===== config.mk =====
export PLATFORM = sky130hd
export DESIGN_NAME = wide_pack_buffer
export DESIGN_NICKNAME = d
export VERILOG_FILES = /design/src/rtl/wide_pack_buffer.sv
export SDC_FILE = /design/constraint.sdc
export NUM_CORES = 1
export LEC_CHECK = 0
export ABC_AREA = 1
export CAP_MARGIN = 20
export CORE_AREA = 2 2 188 208
export CTS_BUF_LIST = sky130_fd_sc_hd__clkbuf_8
export CTS_CLUSTER_DIAMETER = 40
export DETAILED_ROUTE_END_ITERATION = 8
export DIE_AREA = 0 0 190 210
export GPL_TIMING_DRIVEN = 0
export PLACE_DENSITY = 0.81
export SLEW_MARGIN = 40
export SYNTH_ARGS = -nofsm -noshare
export SYNTH_HDL_FRONTEND = slang
export SYNTH_SLANG_ARGS = --single-unit

===== constraint.sdc =====
create_clock -name clk_data -period 25.9 [get_ports clk_data]
set_input_delay 5.18 -clock clk_data [delete_from_list [all_inputs] [get_ports clk_data]]
set_output_delay 5.18 -clock clk_data [all_outputs]
set_load 0.01 [all_outputs]

===== src/rtl/wide_pack_buffer.sv =====
`default_nettype none
// ============================================================================
// Module      : wide_pack_buffer
// Description : Packs WORDS narrow words into one wide beat through a
//               fill/output ping-pong with ready/valid backpressure and flush.
//               Define WIDE_PACK_BUFFER_MSW_FIRST_EN to place word 0 at the top.
// Revision    : 1.0 - initial release
// ============================================================================
module wide_pack_buffer #(
    parameter int DATA_W = 32,
    parameter int WORDS  = 8,
    localparam int CNT_W = $clog2(WORDS + 1)
) (
    input  logic                    clk_data,
    input  logic                    rst,
    input  logic [DATA_W-1:0]       data_i,
    input  logic                    wr_en_i,
    output logic                    wr_ready_o,
    input  logic                    flush_i,
    output logic [DATA_W*WORDS-1:0] data_o,
    output logic                    data_valid_o,
    input  logic                    data_ready_i,
    output logic [CNT_W-1:0]        data_cnt_o
);

    localparam int c_BEAT_W = DATA_W * WORDS;

    // Position of the k-th accepted word inside the beat.
    function automatic int slot_of(input int k);
`ifdef WIDE_PACK_BUFFER_MSW_FIRST_EN
        return WORDS - 1 - k;
`else
        return k;
`endif
    endfunction

    logic [c_BEAT_W-1:0] fill_q, fill_d;
    logic [CNT_W-1:0]    fill_cnt_q, fill_cnt_d;
    logic                flush_pend_q, flush_pend_d;
    logic [c_BEAT_W-1:0] out_q, out_d;
    logic [CNT_W-1:0]    out_cnt_q, out_cnt_d;
    logic                out_valid_q, out_valid_d;
    logic                wr_ready_q, wr_ready_d;

    logic                w_accept;
    logic [CNT_W-1:0]    w_cnt_after;
    logic [c_BEAT_W-1:0] w_fill_after;
    logic                w_full_close;
    logic                w_flush_req;
    logic                w_close;
    logic                w_out_free;
    logic                w_load;

    always_comb begin
        w_accept     = wr_en_i & wr_ready_q;
        w_cnt_after  = fill_cnt_q + {{(CNT_W-1){1'b0}}, w_accept};
        w_fill_after = fill_q;
        for (int k = 0; k < WORDS; k++) begin
            if (w_accept && (fill_cnt_q == CNT_W'(k))) begin
                w_fill_after[slot_of(k)*DATA_W +: DATA_W] = data_i;
            end
        end
        w_full_close = (w_cnt_after == CNT_W'(WORDS));
        // A flush counts the word arriving in the same cycle.
        w_flush_req  = (flush_i | flush_pend_q) & (w_cnt_after != '0);
        w_close      = w_full_close | w_flush_req;
        w_out_free   = ~out_valid_q | data_ready_i;
        w_load       = w_close & w_out_free;
    end

    always_comb begin
        fill_d       = w_fill_after;
        fill_cnt_d   = w_cnt_after;
        flush_pend_d = w_flush_req & ~w_full_close;
        out_d        = out_q;
        out_cnt_d    = out_cnt_q;
        out_valid_d  = out_valid_q;
        // Inputs stall while a closed frame is parked in the fill stage.
        wr_ready_d   = ~(w_close & ~w_out_free);

        if (out_valid_q && data_ready_i) begin
            out_valid_d = 1'b0;
            out_cnt_d   = '0;
        end

        if (w_load) begin
            out_d        = w_fill_after;
            out_cnt_d    = w_cnt_after;
            out_valid_d  = 1'b1;
            fill_d       = '0;
            fill_cnt_d   = '0;
            flush_pend_d = 1'b0;
        end
    end

    always_ff @(posedge clk_data or posedge rst) begin
        if (rst) begin
            fill_q       <= '0;
            fill_cnt_q   <= '0;
            flush_pend_q <= 1'b0;
            out_q        <= '0;
            out_cnt_q    <= '0;
            out_valid_q  <= 1'b0;
            wr_ready_q   <= 1'b0;
        end else begin
            fill_q       <= fill_d;
            fill_cnt_q   <= fill_cnt_d;
            flush_pend_q <= flush_pend_d;
            out_q        <= out_d;
            out_cnt_q    <= out_cnt_d;
            out_valid_q  <= out_valid_d;
            wr_ready_q   <= wr_ready_d;
        end
    end

    assign wr_ready_o   = wr_ready_q;
    assign data_o       = out_q;
    assign data_valid_o = out_valid_q;
    assign data_cnt_o   = out_cnt_q;

endmodule
`default_nettype wire


==> results.json, run 1 <==
{
  "status": "finished, final reports clean",
  "clk_path_buf_depth": 3,
  "drt_iter0_markers": 1447,
  "min_path_type": "reg -> reg",
  "syn_nets": 2299,
  "grt_max_degree": 85,
  "crit_arrival_ps": 7910,
  "wl_per_cell_um": 19.4,
  "setup-violations-final": 0,
  "cts_inserted_buffers": 81,
  "final_util_pct": 69.9,
  "topRoutingLayerUsed": "met5",
  "worst_pin_slew_ps": 854,
  "yosys_warnings": 0,
  "clkTransAtPathRegs_ps": 60,
  "worstPathMaxFanout": 10,
  "multi_input_area_mm2": 0.00596,
  "synthArstFlopShare_pct": 100,
  "leakage_nw": 13.3,
  "gp_congestion": 0.840,
  "hpwl_um": 42400,
  "clkSinkCount": 523,
  "route.antenna.remaining_nets": 0,
  "cts_setup_buffers": 0,
  "synth_most_common_cell": "nand2_1",
  "rsz0062_at_grt": "false",
  "synthFlopType": "dfrtp_1",
  "fin_crit_sh_pct": 28.6,
  "nFillCells": 2832,
  "synth_cells": 2260,
  "antenna_found_initial": 1,
  "die_h_um": 210,
  "synth-seq-area-share_pct": 62.4,
  "max_freq_mhz": 135,
  "met3WireLength_um": 4610,
  "synth-seq-cells": 523,
  "tritoncts": "yes",
  "crit_path_end_kind": "flip-flop",
  "grt_pass1_wl_um": 96100,
  "remaining_drc_errors": 0,
  "irDropWorstVdd_mv": 0.0634,
  "clockRootBuffer": "clkbuf_8",
  "layout_min_cycle_time_ps": 7410,
  "grt_pass1_vias": 17000,
  "antennaDiodeCount": 0,
  "dieWidth_um": 190,
  "finalHoldViolCount": 0,
  "synth_area_leaders": "dfrtp_1 (62%), nand2_1 (9.5%), o21ai_0 (6.6%)",
  "grt_usage_pct": 31.8,
  "path_class": "in -> reg",
  "areaGrowthSynthToFinish_pct": 26.0,
  "synth_common_cells": "nand2_1 (530), dfrtp_1 (523), o21ai_0 (278), inv_1 (267), nor2_1 (264)",
  "clock_skew_ps": 24.1,
  "synth_top_area_share_pct": 62.4,
  "num-nets-final": 2688,
  "drive_gt1_share_pct": 10.5,
  "hold_buffers": 0,
  "cap_viol_max_count": 0,
  "overflow": 0,
  "seqCellArea_mm2": 0.0131,
  "met2WireLength_um": 29500,
  "met1_length_um": 24700,
  "dr.pass1.iters": 5,
  "rows": 75,
  "ys_types": 24,
  "cellPowerDensity_mw_per_mm2": 123,
  "start_util_pct": 55.5,
  "synth_area_mm2": 0.0210,
  "synth-edff-count": 0,
  "insertion_delay_ps": 630,
  "fp.dieArea_mm2": 0.0399,
  "finalSetupTns_ps": 0,
  "slew_viol_final": 0,
  "via_per_inst": 5.37,
  "crit_required_ps": 26390,
  "syn_area_per_cell_um2": 9.28,
  "post_cts_resized": 0,
  "io_pins": 299,
  "io_buffers": 298,
  "start_kind": "primary input",
  "synth_largest_area_cell": "dfrtp_1",
  "routed_wl_um": 62200,
  "cts_max_level": 3,
  "core_area_mm2": 0.0378,
  "max_slew_margin_pct": 42.9,
  "num_vias": 17200
}
==> state kept, by name, indices dropped and copies added (netlist names) <==
register and cells:
wr_ready_o 1, fill_cnt_q 4, data_o 256, flush_pend_q 1, data_valid_o 1, data_cnt_o 4
fill_q 256
==> metrics by stage <==
stage                     setup slack (ps)  hold WS, ps  instance area (µm²)  instances  total power [mW]
after floorplan                       6110          516                21000       2260              1.97
after global placement                1130          466                24600       3058              2.51
after detailed placement             17850          467                24800       3066              2.56
after CTS                            18510          482                26400       3205              3.26
after global routing                 18320          507                26400       3205              3.46
final                                18490          479                26400       3205              3.26
==> final timing paths <==
| kind | endpoint | startpoint | slack (ps) | cells past startpoint |
|---|---|---|---|---|
| setup / recovery | fill_q[104] | wr_en_i | 18490 | 13 |
| hold / removal | data_o[177] | data_o[177] | 480 | 2 |
| setup reg to reg | fill_q[104] | wr_ready_o | 23170 | 12 |
| hold reg to reg | data_o[177] | data_o[177] | 480 | 2 |
| max in group asynchronous | data_o[125] | rst | 19260 | 6 |
| min in group asynchronous | fill_q[9] | rst | 4940 | 2 |
==> power breakdown <==
group          internal, mW  switching, mW
Sequential             1.08          0.134
Combinational         0.561          0.790
Clock                 0.377          0.318
==> layout by cell type, fill, tap and decap left out, types with 3 or more instances in the layout <==
cell / instances
nand2_1: 530
dfrtp_1: 523
clkdlybuf4s50_1: 298
inv_1: 291
o21ai_0: 278
nor2_1: 264
o21ai_1: 185
clkbuf_8: 100
o21ai_2: 49
buf_6: 43
clkbuf_1: 41
buf_2: 32
buf_4: 16
nand3_2: 8
clkinv_2: 8
buf_16: 7
nand3_1: 6
nand2_2: 3
bufinv_16: 3
==> routing by layer <==
metal / vias to the layer above / global-route usage (%)
li1: 7833 / -
met1: 8438 / 41.9
met2: 732 / 50.9
met3: 193 / 6.48
met4: 2 / 15.6
met5: - / 0
==> worst max-delay path: stages <==
cell	delay (ps)
clkdlybuf4s50_1	450
nand2_1	80
inv_2	210
ha_1	250
ha_1	270
nor2_1	150
inv_1	70
nor2_2	110
nand2_2	90
a21oi_2	300
buf_2	340
buf_2	320
nor2_1	80
==> logic make-up after synthesis <==
kind of cell / after synthesis / share of synthesized area [%]
simple gates: 818 / 15.1
flops: 523 / 62.4
compound gates: 515 / 13.2
buf+inv: 402 / 9.21
fa+ha+maj: 2 / 0.119
==> final cells by class <==
cell class | count | share of cell area [%]
tap | 500 | 2.37
buffer | 133 | 3.49
clock buffer | 100 | 5.21
clock inverter | 39 | 0.937
multi-input combinational | 1335 | 22.5
timing repair buffer | 306 | 12.1
sequential | 523 | 49.5
inverter | 269 | 3.85
(Power assumes the default switching activity.)
==> inputs of run 2 (changes only) <==
--- a/config.mk
+++ b/config.mk
@@ -7,13 +7,13 @@
 export LEC_CHECK = 0
 export ABC_AREA = 1
 export CAP_MARGIN = 20
-export CORE_AREA = 2 2 188 208
+export CORE_AREA = 2 2 197 218
 export CTS_BUF_LIST = sky130_fd_sc_hd__clkbuf_8
 export CTS_CLUSTER_DIAMETER = 40
 export DETAILED_ROUTE_END_ITERATION = 8
-export DIE_AREA = 0 0 190 210
+export DIE_AREA = 0 0 199 220
 export GPL_TIMING_DRIVEN = 0
-export PLACE_DENSITY = 0.81
+export PLACE_DENSITY = 0.78
 export SLEW_MARGIN = 40
 export SYNTH_ARGS = -nofsm -noshare
 export SYNTH_HDL_FRONTEND = slang
==> constraint.sdc (replaced) <==
create_clock -name clk_data -period 6.3 [get_ports clk_data]
set_input_delay 1.26 -clock clk_data [delete_from_list [all_inputs] [get_ports clk_data]]
set_output_delay 1.26 -clock clk_data [all_outputs]
set_load 0.01 [all_outputs]
==> run 2 against run 1 <==
Clock skew down 8.9 ps. Highest routed layer unchanged. Largest power group unchanged. Clock power grew to 4.1 times the previous value. Worst hold slack gained 1.6 ps. Largest cell class unchanged. Setup slack worse by 16000 ps. Clock-buffer cell count is 7 higher. Cell count up 2.5%.
==> results.json, run 2 (synthesis results as in run 1) <==
{
  "status": "finished, final reports clean",
  "swShare_pct": 38.0,
  "finalHoldViolCount": 0,
  "insertion_delay_ps": 640,
  "remaining_drc_errors": 0,
  "crit_arrival_ps": 4120,
  "via_per_inst": 5.19,
  "tritoncts": "yes",
  "io_buffers": 298,
  "slew_viol_final": 0,
  "p_clk_share_pct": 21.2,
  "clkSinkCount": 523,
  "layout_min_cycle_time_ps": 3610,
  "dieWidth_um": 199,
  "setup-violations-final": 0,
  "route.antenna.remaining_nets": 0,
  "worst_pin_slew_ps": 940,
  "max_freq_mhz": 277,
  "drive_gt1_share_pct": 11.0,
  "cap_viol_max_count": 0,
  "clock_skew_ps": 15.2,
  "cellPowerDensity_mw_per_mm2": 499,
  "final_util_pct": 64.3,
  "clockRootBuffer": "clkbuf_8",
  "fin_crit_sh_pct": 57.3,
  "grt_max_degree": 28,
  "cts_setup_buffers": 0,
  "hpwl_um": 45500,
  "layout_commonest_cell": "nand2_1",
  "crit_path_end_kind": "flip-flop",
  "hold_buffers": 0,
  "gp_congestion": 0.840,
  "io_pins": 299,
  "seqPwrFrac_pct": 37.1,
  "grt_usage_pct": 30.3,
  "p_comb_share_pct": 41.8,
  "mostFrequentLayoutCells": "nand2_1 (530), dfrtp_1 (523), clkdlybuf4s50_1 (297)",
  "num_vias": 17100,
  "fp.dieArea_mm2": 0.0438,
  "overflow": 0,
  "clkTransAtPathRegs_ps": 60,
  "min_path_type": "reg -> reg",
  "irDropWorstVdd_mv": 0.263,
  "p_int_mw": 8.34,
  "path_class": "in -> reg",
  "wl_per_cell_um": 19.7,
  "num-nets-final": 2706,
  "worstPathCellList": "clkdlybuf4s50_1, nand2_1, inv_2, ha_1, ha_1, nor2_1, inv_1, nor2_2, nand2_2, a21oi_2, buf_2, buf_2, nor2_1",
  "cpPeakStageDelay_ps": 460,
  "grt_pass1_wl_um": 98500,
  "critical_path.slowest_cell": "clkdlybuf4s50_1",
  "netSwitchingPower_mw": 5.10,
  "post_cts_resized": 0,
  "nFillCells": 3394,
  "worstPathMaxFanout": 10,
  "rows": 79,
  "die_h_um": 220,
  "drt_iter0_markers": 1222,
  "finalSetupTns_ps": 0,
  "dr.pass1.iters": 5,
  "grt_use_met3_pct": 6.52,
  "gr-usage-met1_pct": 38.4,
  "areaGrowthSynthToFinish_pct": 28.2,
  "core_area_mm2": 0.0418,
  "cts_inserted_buffers": 82,
  "antennaDiodeCount": 0,
  "start_util_pct": 50.2,
  "cts_max_level": 3,
  "grtUsageMet2_pct": 49.0,
  "routed_wl_um": 64800,
  "leakage_nw": 13.4,
  "crit_required_ps": 6810,
  "rsz0062_at_grt": "false",
  "start_kind": "primary input",
  "grt_pass1_vias": 17300,
  "top_usage_layer": "met2",
  "max_slew_margin_pct": 37.2,
  "clk_path_buf_depth": 3,
  "antenna_found_initial": 2
}
[run 2: path summary, 6_finish.rpt]
| check | startpoint | to | slack [ps] | cells past startpoint |
|---|---|---|---|---|
| min in group asynchronous | rst | fill_q[39] | 920 | 2 |
| max | wr_en_i | fill_q[194] | 2690 | 13 |
| min | data_o[198] | data_o[198] | 480 | 2 |
| min reg2reg | data_o[198] | data_o[198] | 480 | 2 |
| max in group asynchronous | rst | data_o[152] | 3450 | 11 |
| max reg2reg | wr_ready_o | fill_q[194] | 3400 | 12 |
[run 2: worst max-delay path, delay by kind of cell]
kind | cells | cell delay, ps
buf+inv | 5 | 1440
simple gates | 5 | 560
fa+ha+maj | 2 | 500
compound gates | 1 | 360
[run 2: cell type report]
cell class                 count  area (µm²)  share of cell area [%]
buffer                       133         923                    3.43
clock buffer                 107        1470                    5.47
clock inverter                28         141                   0.526
inverter                     269        1010                    3.77
multi-input combinational   1335        5960                    22.1
sequential                   523       13100                    48.7
tap                          567         709                    2.64
timing repair buffer         323        3590                    13.4
[run 2: through the flow]
stage	total power, mW	worst slack [ps]	hold slack, ps	cells	area, µm²
2_1_floorplan	8.08	-2070	516	2260	21000
3_5_place_dp	10.6	2070	468	3150	25300
4_1_cts	13.5	2740	483	3285	26900
6_report	13.4	2690	480	3285	26900
3_3_place_gp	10.4	-4900	469	3125	24700
5_1_grt	14.3	2570	499	3285	26900
[run 2: per-layer routing]
layer,routed length (µm),vias to the layer above,share of wire (%)
met2,30700,649,47
met1,25700,8348,40
met5,29,-,0.045
met4,3480,2,5.4
met3,4820,187,7.4
li1,-,7875,-
[run 2: power groups by stage]
stage	logic (mW)	clock network, mW	registers (mW)
finish	5.61	2.84	4.98
global route	6.16	3.02	5.08
CTS	5.61	2.89	4.98
detailed placement	5.57	0	5.03
global placement	5.35	0	5.00
floorplan	2.87	0	5.22
==> inputs of run 3 (changes only) <==
==> constraint.sdc (replaced) <==
create_clock -name clk_data -period 3.14 [get_ports clk_data]
set_input_delay 0.628 -clock clk_data [delete_from_list [all_inputs] [get_ports clk_data]]
set_output_delay 0.628 -clock clk_data [all_outputs]
set_load 0.01 [all_outputs]
==> results of run 3 <==
Same layout as run 2 (identical final DEF). Status: finished, final reports clean.
Among the figures that moved: setup slack after placement 2070 ps -> -460 ps; setup slack after layout 2690 ps -> 162 ps; hold slack 480 ps -> 284 ps; register-to-register setup slack 3400 ps -> 240 ps; total power 13.4 mW -> 27.0 mW; worst IR drop on VDD 0.263 mV -> 0.527 mV
